## src/rtl/mem_sram_ctrl.sv

```systemverilog
// MEM-stage data-memory initiator: splits each 32-bit access into two timed
// 16-bit transfers on a word-addressed SRAM and stalls the pipeline meanwhile.
module mem_sram_ctrl #(
   parameter logic [15:0] ADDR_OFFSET = 16'd1024,
   parameter int          WAIT_CYCLES = 2
) (
   input  logic        clk,
   input  logic        rst,
   input  logic        read,
   input  logic        write,
   input  logic [15:0] address,
   input  logic [31:0] writedata,
   output logic [31:0] readdata,
   output logic        ready,
   output logic        stall,
   output logic [17:0] sram_addr,
   output logic [15:0] sram_wdata,
   input  logic [15:0] sram_rdata,
   output logic        sram_we_n
);

   localparam logic [1:0] IDLE = 2'd0;
   localparam logic [1:0] LOW  = 2'd1;
   localparam logic [1:0] HIGH = 2'd2;
   localparam logic [1:0] DONE = 2'd3;
   localparam logic [3:0] LAST = 4'(WAIT_CYCLES - 1);

   logic [1:0]  state_r, state_s;
   logic [3:0]  count_r, count_s;
   logic        is_write_r, is_write_s;
   logic [13:0] word_r, word_s;
   logic [31:0] wdata_r, wdata_s;
   logic [15:0] low_r;
   logic [15:0] idx_s;
   logic        last_s;
   logic [17:0] addr_s;
   logic [15:0] wd_s;
   logic        we_n_s;

   assign idx_s  = address - ADDR_OFFSET;
   assign last_s = (count_r == LAST);
   assign stall  = (read | write) & ~ready;

   // Next-state, phase counter and transaction latch.
   always_comb begin
      state_s    = state_r;
      count_s    = count_r;
      is_write_s = is_write_r;
      word_s     = word_r;
      wdata_s    = wdata_r;
      case (state_r)
         IDLE: begin
            if (read | write) begin
               state_s    = LOW;
               count_s    = 4'd0;
               is_write_s = write;
               word_s     = idx_s[15:2];
               wdata_s    = writedata;
            end else begin
               state_s    = IDLE;
            end
         end
         LOW: begin
            if (last_s) begin
               state_s = HIGH;
               count_s = 4'd0;
            end else begin
               count_s = count_r + 4'd1;
            end
         end
         HIGH: begin
            if (last_s) begin
               state_s = DONE;
               count_s = 4'd0;
            end else begin
               count_s = count_r + 4'd1;
            end
         end
         DONE: begin
            state_s = IDLE;
            count_s = 4'd0;
         end
         default: begin
            state_s = IDLE;
            count_s = 4'd0;
         end
      endcase
   end

   // SRAM pin values for the upcoming cycle; the last count of a write phase is a hold cycle.
   always_comb begin
      addr_s = 18'd0;
      wd_s   = 16'd0;
      we_n_s = 1'b1;
      case (state_s)
         LOW: begin
            addr_s = {3'b000, word_s, 1'b0};
            wd_s   = is_write_s ? wdata_s[15:0] : 16'd0;
            we_n_s = ~(is_write_s & (count_s != LAST));
         end
         HIGH: begin
            addr_s = {3'b000, word_s, 1'b1};
            wd_s   = is_write_s ? wdata_s[31:16] : 16'd0;
            we_n_s = ~(is_write_s & (count_s != LAST));
         end
         default: begin
            addr_s = 18'd0;
            wd_s   = 16'd0;
            we_n_s = 1'b1;
         end
      endcase
   end

   // State, registered SRAM pins, ready pulse and load-data assembly.
   always_ff @(posedge clk) begin
      if (rst) begin
         state_r    <= IDLE;
         count_r    <= 4'd0;
         is_write_r <= 1'b0;
         word_r     <= 14'd0;
         wdata_r    <= 32'd0;
         low_r      <= 16'd0;
         readdata   <= 32'd0;
         ready      <= 1'b0;
         sram_addr  <= 18'd0;
         sram_wdata <= 16'd0;
         sram_we_n  <= 1'b1;
      end else begin
         state_r    <= state_s;
         count_r    <= count_s;
         is_write_r <= is_write_s;
         word_r     <= word_s;
         wdata_r    <= wdata_s;
         ready      <= (state_s == DONE);
         sram_addr  <= addr_s;
         sram_wdata <= wd_s;
         sram_we_n  <= we_n_s;
         if ((state_r == LOW) && last_s && !is_write_r) begin
            low_r <= sram_rdata;
         end
         if ((state_r == HIGH) && last_s && !is_write_r) begin
            readdata <= {sram_rdata, low_r};
         end
      end
   end

endmodule

```

## config.mk

```make
export PLATFORM = sky130hd
export DESIGN_NAME = mem_sram_ctrl
export DESIGN_NICKNAME = d
export VERILOG_FILES = /design/src/rtl/mem_sram_ctrl.sv
export SDC_FILE = /design/constraint.sdc
export NUM_CORES = 1
export LEC_CHECK = 0
export ABC_AREA = 1
export CAP_MARGIN = 15
export CORE_MARGIN = 2
export CORE_UTILIZATION = 49
export DETAILED_ROUTE_END_ITERATION = 7
export MAX_ROUTING_LAYER = met4
export PLACE_DENSITY = 0.81
export RECOVER_POWER = 100
export SYNTH_ARGS = -nofsm -noshare
export SYNTH_HDL_FRONTEND = slang
export SYNTH_SLANG_ARGS = --single-unit
```

## constraint.sdc

```tcl
create_clock -name clk -period 2.4 [get_ports clk]
set_input_delay 0.48 -clock clk [delete_from_list [all_inputs] [get_ports clk]]
set_output_delay 0.48 -clock clk [all_outputs]
set_load 0.01 [all_outputs]
```

==> out/metrics.yaml <==
outcome: "finished, final reports clean"
syn_area_mm2: 0.005345
cellPowerDensity_mw_per_mm2: 761.4
detailed_place_hpwl_um: 8398
required_ns: 2.79
postSynth.asyncResetShare_pct: 0
floorplan.io_pins: 137
placed_area_mm2: 0.006755
slew-limit-headroom_pct: 46.05
route.antenna.remaining_nets: 0
crit_arrival_ns: 2.62
yosys_warnings: 0
antenna_cells_inserted: 0
initial_utilization_pct: 49.74
finalMaxSlewViolations: 0
detail_route.first_pass.iterations: 5
post-cts-setup-buffer-count: 0
power.static_leakage_nw: 3.192
crit_path_top_delay_cell: "sky130_fd_sc_hd__dfxtp_1"
cts_tree: "built"
power.share.switching_pct: 23.27
place.port_buffers: 131
synth-main-ff-cell: "sky130_fd_sc_hd__dfxtp_1"
post_synth_inst_count: 654
detail_route.drc_violations: 0
first_global_vias: 4559
layout-drive-gt1-share_pct: 9.632
drt-initial-drc-count: 195
fp.dieW_um: 108.4
clock_tree.buffer_depth: 2
capturing_element_type_of_the_critical_path: "flip-flop"
grt_pass1_wl_um: 20710
cts_root_buffer: "sky130_fd_sc_hd__clkbuf_8"
pin_count_of_the_biggest_net_entering_global_routing: 53
pwr-share-clk_pct: 45.8
dp_cells: 897
combinationalPowerShare_pct: 11.1
standard_cell_rows: 38
clk_pin_slew_ns: 0.06
rsz0062_at_grt: "false"
total_power_w: 0.005535
post_dr_wirelength_cell_um: 13.48
cellInternalPower_w: 0.004247
area.growth.synth_to_final_pct: 36.00
numCtsBuffers: 17
timing.critical_path.from_type: "flip-flop"
finClkSkew_ns: 0.006389
worst_skew_pair.late_latency_ns: 0.51
fmax_ghz: 0.4501
gp_congestion: 0.8125
fin_nets: 855
totalNegativeSetupSlack_ns: 0
slowest_delay_ns: 0.35
syn_avg_cell_area_um2: 8.173
period_share_pct: 92.57
power.switching_w: 0.001288
die_y_um: 108.4
tightest_slew_ns: 0.8073
worst_path_most_repeated_cell: "sky130_fd_sc_hd__nand2_1"
yosys_register_bits: 134
period_needed_ns: 2.222
timing.max_cap.violations: 0
drt-vias-per-instance: 4.974
htree_levels: 4
worstHoldPathType: "input port to flip-flop"
sequential_fraction_of_the_synthesis_area_pct: 50.19
clkSinkCount: 134
worstSetupPathType: "flip-flop to flip-flop"
peakVddDrop_mv: 0.5275
synth_cell_types: 30
critical_path.cell_chain: "inv_1 -> ha_1 -> nand2_1 -> a21oi_1 -> nand2_1 -> nand2_1 -> inv_1 -> ha_1 -> o211ai_1 -> clkbuf_4 -> nor2_1"
synth_edf_count: 0
sequential_fraction_of_design_power_pct: 43.1
final_design_area_no_fill_mm2: 0.007269
floorplan.die_area_mm2: 0.01176
drt_wl_total_um: 12530
layoutNonFillerInstCount: 929
finalSetupViolations: 0
groute.usage.overall_pct: 22.96
antenna_found_initial: 0
critical_path_peak_fanout: 14
coreArea_mm2: 0.01075
vias: 4621
timing_hold_violations_final: 0
grt.overflow.total: 0
-- routing by layer --
metal  share of wire [%]  routed length, um  global-route usage [%]  up-vias
met3                 5.7                710                   5.847       15
li1                    -                  -                       -     2337
met2                  49               6132                   37.59      146
met4                0.97                121                   7.143        0
met1                  44               5561                   27.83     2123
met5                   0                  0                       -        -
-- power groups by stage --
stage / clock, W / combinational (W) / sequential, W
5_1_grt: 0.00268 / 0.000686 / 0.00240
3_3_place_gp: 0 / 0.000597 / 0.00243
2_1_floorplan: 0 / 0.000348 / 0.00244
3_5_place_dp: 0 / 0.000617 / 0.00243
4_1_cts: 0.00257 / 0.000630 / 0.00239
6_report: 0.00254 / 0.000612 / 0.00239
-- synthesized netlist by cell type (3+ instances only) --
library cell / instances / area share (%)
sky130_fd_sc_hd__dfxtp_1: 134 / 50
sky130_fd_sc_hd__inv_1: 87 / 6.1
sky130_fd_sc_hd__nor2_1: 80 / 5.6
sky130_fd_sc_hd__nand2_1: 73 / 5.1
sky130_fd_sc_hd__o21ai_0: 59 / 5.5
sky130_fd_sc_hd__a21oi_1: 56 / 5.2
sky130_fd_sc_hd__o211ai_1: 33 / 4.6
sky130_fd_sc_hd__nor2_2: 25 / 2.9
sky130_fd_sc_hd__buf_2: 21 / 2.0
sky130_fd_sc_hd__a21oi_2: 14 / 2.3
sky130_fd_sc_hd__ha_1: 11 / 2.6
sky130_fd_sc_hd__clkbuf_1: 10 / 0.70
sky130_fd_sc_hd__o21ai_1: 9 / 0.84
sky130_fd_sc_hd__mux2i_1: 8 / 1.5
sky130_fd_sc_hd__nand3_1: 6 / 0.56
sky130_fd_sc_hd__buf_6: 5 / 1.1
sky130_fd_sc_hd__buf_4: 3 / 0.42
sky130_fd_sc_hd__nand2_2: 3 / 0.35
sky130_fd_sc_hd__or2_2: 3 / 0.35
-- stage by stage --
step,setup WS [ns],util (%),hold slack [ns]
finish,0.1782,67.65,0.4295
detailed placement,-0.001352,62.87,0.4375
floorplan,0.3101,-,0.4301
CTS,0.03843,68.28,0.4257
global placement,0.04310,62.87,0.4305
global route,0.04788,67.65,0.4370
-- what timing repair did --
item	4_1_cts	5_1_grt
setup endpoints to repair	0	18
hold endpoints to repair	0	0
hold buffers	0	0
resized for setup	0	3
-- path summary, 6_finish.rpt --
| kind | cells past startpoint | from | slack, ns | end |
|---|---|---|---|---|
| setup reg to reg | 11 | count_r[1]$_SDFF_PP0_ | 0.18 | sram_addr[13]$_SDFF_PP0_ |
| setup / recovery | 11 | count_r[1]$_SDFF_PP0_ | 0.18 | sram_addr[13]$_SDFF_PP0_ |
| hold reg to reg | 2 | readdata[28]$_SDFFE_PP0P_ | 0.44 | readdata[28]$_SDFFE_PP0P_ |
| hold / removal | 4 | rst | 0.43 | readdata[18]$_SDFFE_PP0P_ |
-- worst max-delay path, delay by kind of cell, from the launching register on --
family	cells	cell delay, ns
AOI/OAI and AO/OA	2	0.43
adders and majority gates	2	0.44
buffers and inverters	3	0.44
DFF	1	0.35
and+or+nand+nor	4	0.43
-- layout by cell type, fill, tap and decap left out, types with 3 or more instances in the layout --
cell                              synthesis  layout
sky130_fd_sc_hd__conb_1                   1       3
sky130_fd_sc_hd__inv_1                   87      87
sky130_fd_sc_hd__nor2_1                  80      84
sky130_fd_sc_hd__bufinv_16                0       3
sky130_fd_sc_hd__clkinv_2                 0       4
sky130_fd_sc_hd__o211ai_1                33      33
sky130_fd_sc_hd__or2_2                    3       3
sky130_fd_sc_hd__nand2_1                 73      74
sky130_fd_sc_hd__clkdlybuf4s50_1          0      63
sky130_fd_sc_hd__ha_1                    11      11
sky130_fd_sc_hd__a21oi_1                 56      64
sky130_fd_sc_hd__clkbuf_1                10       5
sky130_fd_sc_hd__nand3_1                  6       6
sky130_fd_sc_hd__clkbuf_8                 0       3
sky130_fd_sc_hd__nor2_2                  25      22
sky130_fd_sc_hd__dfxtp_1                134     133
sky130_fd_sc_hd__a21oi_2                 14       6
sky130_fd_sc_hd__buf_4                    3       4
sky130_fd_sc_hd__dlygate4sd3_1            0      66
sky130_fd_sc_hd__buf_12                   0       4
sky130_fd_sc_hd__mux2i_1                  8       8
sky130_fd_sc_hd__clkbuf_16                0      16
sky130_fd_sc_hd__o21ai_0                 59      68
-- layout make-up --
class | instances | area [um2]
clock inverter | 9 | 125.1
multi-input combinational | 393 | 2063
tap | 140 | 175.2
timing repair buffer | 142 | 1435
sequential | 134 | 2684
clock buffer | 23 | 456.7
inverter | 88 | 330.3
fill | 917 | 3476
-- flip-flops by register name (all words and copies together), names as in the netlist --
signal,flops
is_write_r,1
readdata,32
ready,1
word_r,14
state_r,2
sram_addr,15
count_r,4
low_r,16
sram_wdata,16
wdata_r,32
sram_we_n,1
-- logic make-up (layout without fill, tap and decap cells) --
| family | Yosys count | count (layout) | share of synthesized area [%] |
|---|---|---|---|
| AND/OR/NAND/NOR | 196 | 196 | 16.03 |
| AO/OA/AOI/OAI | 172 | 172 | 18.68 |
| flip-flops | 134 | 134 | 50.19 |
| buffers and inverters | 129 | 262 | 10.46 |
| adder cells (fa/ha/maj) | 11 | 11 | 2.575 |
| multiplexers | 8 | 8 | 1.498 |
| XOR/XNOR | 3 | 3 | 0.4917 |
| other | 1 | 3 | 0.07016 |
No activity file was read; power rests on OpenSTA's default activity.
==> RTL change 1: new RTL, config.mk and constraints unchanged <==
Reset style: asynchronous (`rst`), changed in one clocked block.
--- a/src/rtl/mem_sram_ctrl.sv
+++ b/src/rtl/mem_sram_ctrl.sv
@@ -112,7 +112,7 @@
    end
 
    // State, registered SRAM pins, ready pulse and load-data assembly.
-   always_ff @(posedge clk) begin
+   always_ff @(posedge clk or posedge rst) begin
       if (rst) begin
          state_r    <= IDLE;
          count_r    <= 4'd0;
Function: differs if rst is asserted again (counterexample within 4 cycles, from zero or initial values and one cycle with rst high); with rst held inactive, the same outputs for 10 cycles.
==> RTL change 1 against the original RTL <==
  * Wire length down 2.2%
  * Maximum frequency fell by 1.0%
  * Worst setup slack worse by 0.023 ns
  * Sequential cell count did not move
  * Design area rose by 2.3%
  * Count of clock-buffer cells in the layout down 5
  * Highest routed layer unchanged
  * Synthesized area grew 4.9%
Power is not compared: it rests on default switching activity, and its combinational part moved more than twofold at a synthesized area within 25%.
==> RTL change 1: results (changes against the original RTL) <==
stage	metric	value	unit	change
synth	synth_top_flop_cell	dfrtp_1		
routing	met3WireLength	607	um	-15%
synth	synth_area_leaders	dfrtp_1 (59%), nand2_1 (14%), o21ai_2 (6.1%), inv_1 (4.4%), ha_1 (2.5%)		
min_path	min_path_cells	2		-2
grt	grt_max_degree	54		+1.9%
min_path	hold_class	reg2reg		
setup_path	regToRegSetupSlack	0.21	ns	+0.03 ns
synth	netlist.area_leader.share	59.4	%	+9.2 points
finish	final.fill_count	914		-0.33%
clock_network	cts-root-buf	clkbuf_16		
synth	seq_area_frac_synth	59.8	%	+9.7 points
finish	nets	800		-6.4%
grt	grtUsageMet3	5.63	%	-0.22 points
finish	fin_util	66.0	%	-1.7 points
run_status	status	finished, final reports clean		
finish	final_cells	877		-5.6%
synth	synth_commonest_cells	nand2_1 (206), dfrtp_1 (133), inv_1 (66)		
setup_path	reg2reg_to	sram_addr[9]		
finish	drive_gt1_share	8.04	%	-1.6 points
grt	grt_pass1_vias	4272		-6.3%
clock_network	clk_latency	0.41	ns	-0.10 ns
placement	dpl_cell_area	7030	um^2	+4.1%
setup_path	reg2reg_from	count_r[1]		
grt	gr-usage-met2	35.1	%	-2.5 points
grt	grtUsageTotal	21.7	%	-1.3 points
placement	dp.cells	845		-5.8%
timing	fin_worst_skew	0.0108	ns	+0.00443 ns
min_path	hold_path_end	wdata_r[13]		
min_path	min_from	wdata_r[13]		
grt	grt_pass1_wl	20700	um	+0.20%
timing	whs	0.469	ns	+0.0395 ns
timing	relSlewSlack	37.5	%	-8.6 points
routing	met1Wirelength	5340	um	-3.9%
clock_network	clockBufferDepth	2		unchanged
setup_path	worstRegToRegCells	12		+1
synth	netlist_instances	582		-11%
setup_path	cp_max_fo	3		-11
synth	synth-async-reset-ratio	100	%	+100 points
placement	dp_hpwl	8490	um	+1.1%
grt	met1_usage	27.4	%	-0.44 points
==> RTL change 1: cell count changes after synthesis, sizes merged, moves of 8 or more <==
| cell | change |
|---|---|
| nor2 | -77 |
| mux2i | -8 |
| a21oi | -50 |
| o211ai | -33 |
| clkbuf | -9 |
| nand2 | +132 |
| dfrtp | +133 |
| inv | -20 |
| dfxtp | -134 |
==> RTL change 1: final cells by class <==
class,instances,share of cell area (%)
Clock inverter,14,2.34
Sequential cell,134,45.1
Tap cell,143,2.41
Clock buffer,18,5.91
Timing Repair Buffer,145,18.9
Multi-Input combinational cell,355,21.8
Inverter,68,3.52
==> RTL change 1: worst max-delay path, stage by stage <==
cell,delay (ns)
clkdlybuf4s50_1,0.42
nor2_1,0.21
nor2_1,0.06
dlygate4sd3_1,0.61
==> RTL change 1: worst max path at each step <==
stage	startpoint	end	slack, ns	cells after the start
3_3_place_gp	write	sram_addr[10]	0.25	9
3_5_place_dp	write	sram_wdata[7]	0.16	9
5_1_grt	count_r[1]	sram_addr[13]	0.06	12
2_1_floorplan	count_r[1]	sram_addr[9]	0.25	12
6_report	write	stall	0.16	4
4_1_cts	count_r[1]	sram_wdata[7]	0.19	11
==> RTL change 1: cells by family (layout without fill, tap and decap cells) <==
family	Yosys count	after routing	synth area share [%]
simple gates	256	256	18.5
flops	134	134	59.8
buf+inv	95	245	8.73
compound gates	83	83	10.0
fa+ha+maj	11	11	2.46
xor+xnor	2	2	0.313
other cells	1	3	0.0669
==> RTL change 1: power by group <==
| group | internal (mW) | switching (mW) |
|---|---|---|
| clock | 1.67 | 0.973 |
| combinational | 1.44 | 2.05 |
| sequential | 3.27 | 0.414 |
| total | 6.37 | 3.44 |
==> RTL change 2: new RTL, same flow settings <==
Without the edit above. Take the reset off `sram_addr` and load it in a clocked block of its own.
--- a/src/rtl/mem_sram_ctrl.sv
+++ b/src/rtl/mem_sram_ctrl.sv
@@ -122,7 +122,6 @@
          low_r      <= 16'd0;
          readdata   <= 32'd0;
          ready      <= 1'b0;
-         sram_addr  <= 18'd0;
          sram_wdata <= 16'd0;
          sram_we_n  <= 1'b1;
       end else begin
@@ -132,7 +131,6 @@
          word_r     <= word_s;
          wdata_r    <= wdata_s;
          ready      <= (state_s == DONE);
-         sram_addr  <= addr_s;
          sram_wdata <= wd_s;
          sram_we_n  <= we_n_s;
          if ((state_r == LOW) && last_s && !is_write_r) begin
@@ -144,5 +142,9 @@
       end
    end
 
+   always_ff @(posedge clk) begin
+      sram_addr <= addr_s;
+   end
+
 endmodule
 
Function: changed (a bounded check fails within 4 cycles, from zero or initial values and one cycle with rst high).
==> RTL change 2 against the original RTL <==
  * Global-route usage is 0.48 points lower
  * Design area is 0.79% higher
  * Sequential share of layout area is 0.29 points lower
  * Core utilization is 0.84 points higher
  * Combinational power grew 4.2%
  * Clock skew hardly changed
  * Sequential cell count stayed put
  * Critical path type is now in2out
  * Wire length fell by 0.91%
  * Synthesized area shrank 0.56%
  * Maximum frequency up 2.2%
  * Non-clock buffer count decreased by 1
  * Power grew 7.5%
  * Worst setup slack gained 0.048 ns
  * Highest routed layer unchanged
==> RTL change 2: results (changes against the original RTL) <==
stage	metric	value	unit	change
clock_network	numCtsBuffers	17		unchanged
clock_network	clockBufferDepth	2		unchanged
synth	syn_area	5320	um^2	-0.56%
min_path	hold_class	reg2reg		
grt	grtUsageTotal	22.5	%	-0.48 points
timing	relSlewSlack	51.2	%	+5.2 points
finish	final.fill_count	847		-7.6%
pwr	ir_drop	0.552	mV	+4.6%
synth	synth_area_leaders	dfxtp_1 (50%), o21ai_0 (6.1%), inv_1 (6.0%), nor2_1 (5.9%), a21oi_1 (5.6%)		
pwr	p_per_area	812	nW/um^2	+6.7%
setup_path	slowest_stage	dlygate4sd3_1		
synth	seq_area_frac_synth	50.5	%	+0.28 points
setup_path	cp.arrival	1.69	ns	-0.93 ns
finish	largestRegisters	readdata: 32 flops, wdata_r: 32 flops		
run_status	status	finished, final reports clean		
placement	dp.cells	893		-0.45%
pwr	p_leak	3.21	nW	+0.63%
clock_network	clk_latency	0.51	ns	about the same
grt	grt_pass1_wl	20200	um	-2.3%
setup_path	critPathMaxStageDelay	0.57	ns	+0.22 ns
grt	grt_pass1_vias	4464		-2.1%
routing	first_iter_violations	247		+27%
pwr	intPower	4.60	mW	+8.4%
clock_network	cts_setup_buffers	0		unchanged
routing	vias	4595		-0.56%
finish	drive_gt1_share	9.17	%	-0.46 points
pwr	clock_power	2.91	mW	+15%
synth	yosys.cell_types.count	32		+6.7%
routing	dr.pass1.iters	4		-1
grt	grt_max_degree	73		+38%
clock_network	cts-root-buf	clkbuf_8		
pwr	comb_power	0.638	mW	+4.2%
finish	final_cells	925		-0.43%
grt	grt-ovfl-total	0		unchanged
synth	netlist.area_leader.share	50.5	%	+0.28 points
routing	wire_per_inst	13.4	um	-0.48%
placement	place_congestion	0.839		+3.2%
setup_path	cp_max_fo	3		-11
timing	fin_worst_skew	0.00598	ns	-0.000409 ns
finish	nets	851		-0.47%
placement	dp_hpwl	8260	um	-1.6%
synth	synth_commonest_cells	dfxtp_1 (134), inv_1 (85), nor2_1 (84)		
synth	netlist_instances	651		-0.46%
-- RTL change 2: cells by family (layout without fill, tap and decap cells) --
family                     count (synthesis)  count (layout)  share of synthesized area, %
DFF                                      134             134                          50.5
muxes                                      8               8                          1.51
adders and majority gates                 11              11                          2.59
other                                      1               3                        0.0706
xor gates and xnor gates                   2               2                         0.330
and+or+nand+nor                          194             194                          15.9
AOI/OAI and AO/OA                        174             174                          18.7
buffers and inverters                    127             259                          10.4
-- RTL change 2: tightest hold or removal path, stage by stage, from the launching register on --
cell     delay, ns
dfxtp_1       0.30
inv_1         0.04
a21oi_1       0.05
-- RTL change 2: stage by stage --
| stage | hold slack, ns | instance area, um^2 | setup slack, ns |
|---|---|---|---|
| 2_1_floorplan | 0.430 | 5320 | 0.347 |
| 3_5_place_dp | 0.436 | 6700 | 0.0157 |
| 5_1_grt | 0.463 | 7330 | 0.0592 |
| 6_report | 0.440 | 7330 | 0.227 |
| 4_1_cts | 0.445 | 7370 | 0.0403 |
| 3_3_place_gp | 0.431 | 6700 | 0.0581 |
-- RTL change 2: final cells by class --
cell class              instances  share of cell area [%]
flip-flops and latches        134                    36.6
multi-input cells             392                    28.0
repair buffers                141                    19.4
clock buffers                  21                    6.13
inverters                      86                    4.41
clock inverters                11                    3.01
well taps                     140                    2.39
-- RTL change 2: routing by layer --
metal	wire [um]	up-vias	track usage, %
met5	0	-	-
met4	247	0	8.33
met3	695	18	6.33
met2	6250	136	37.9
met1	5220	2119	25.5
li1	-	2322	-
-- RTL change 2: worst paths after layout --
check                           slack [ns]  cells after the start            to    startpoint
worst max-delay path                  0.23                      5         stall         write
worst min-delay path                  0.44                      2  readdata[27]  readdata[27]
worst max register to register        0.27                     12  sram_addr[5]    count_r[1]
worst min register to register        0.44                      2  readdata[27]  readdata[27]
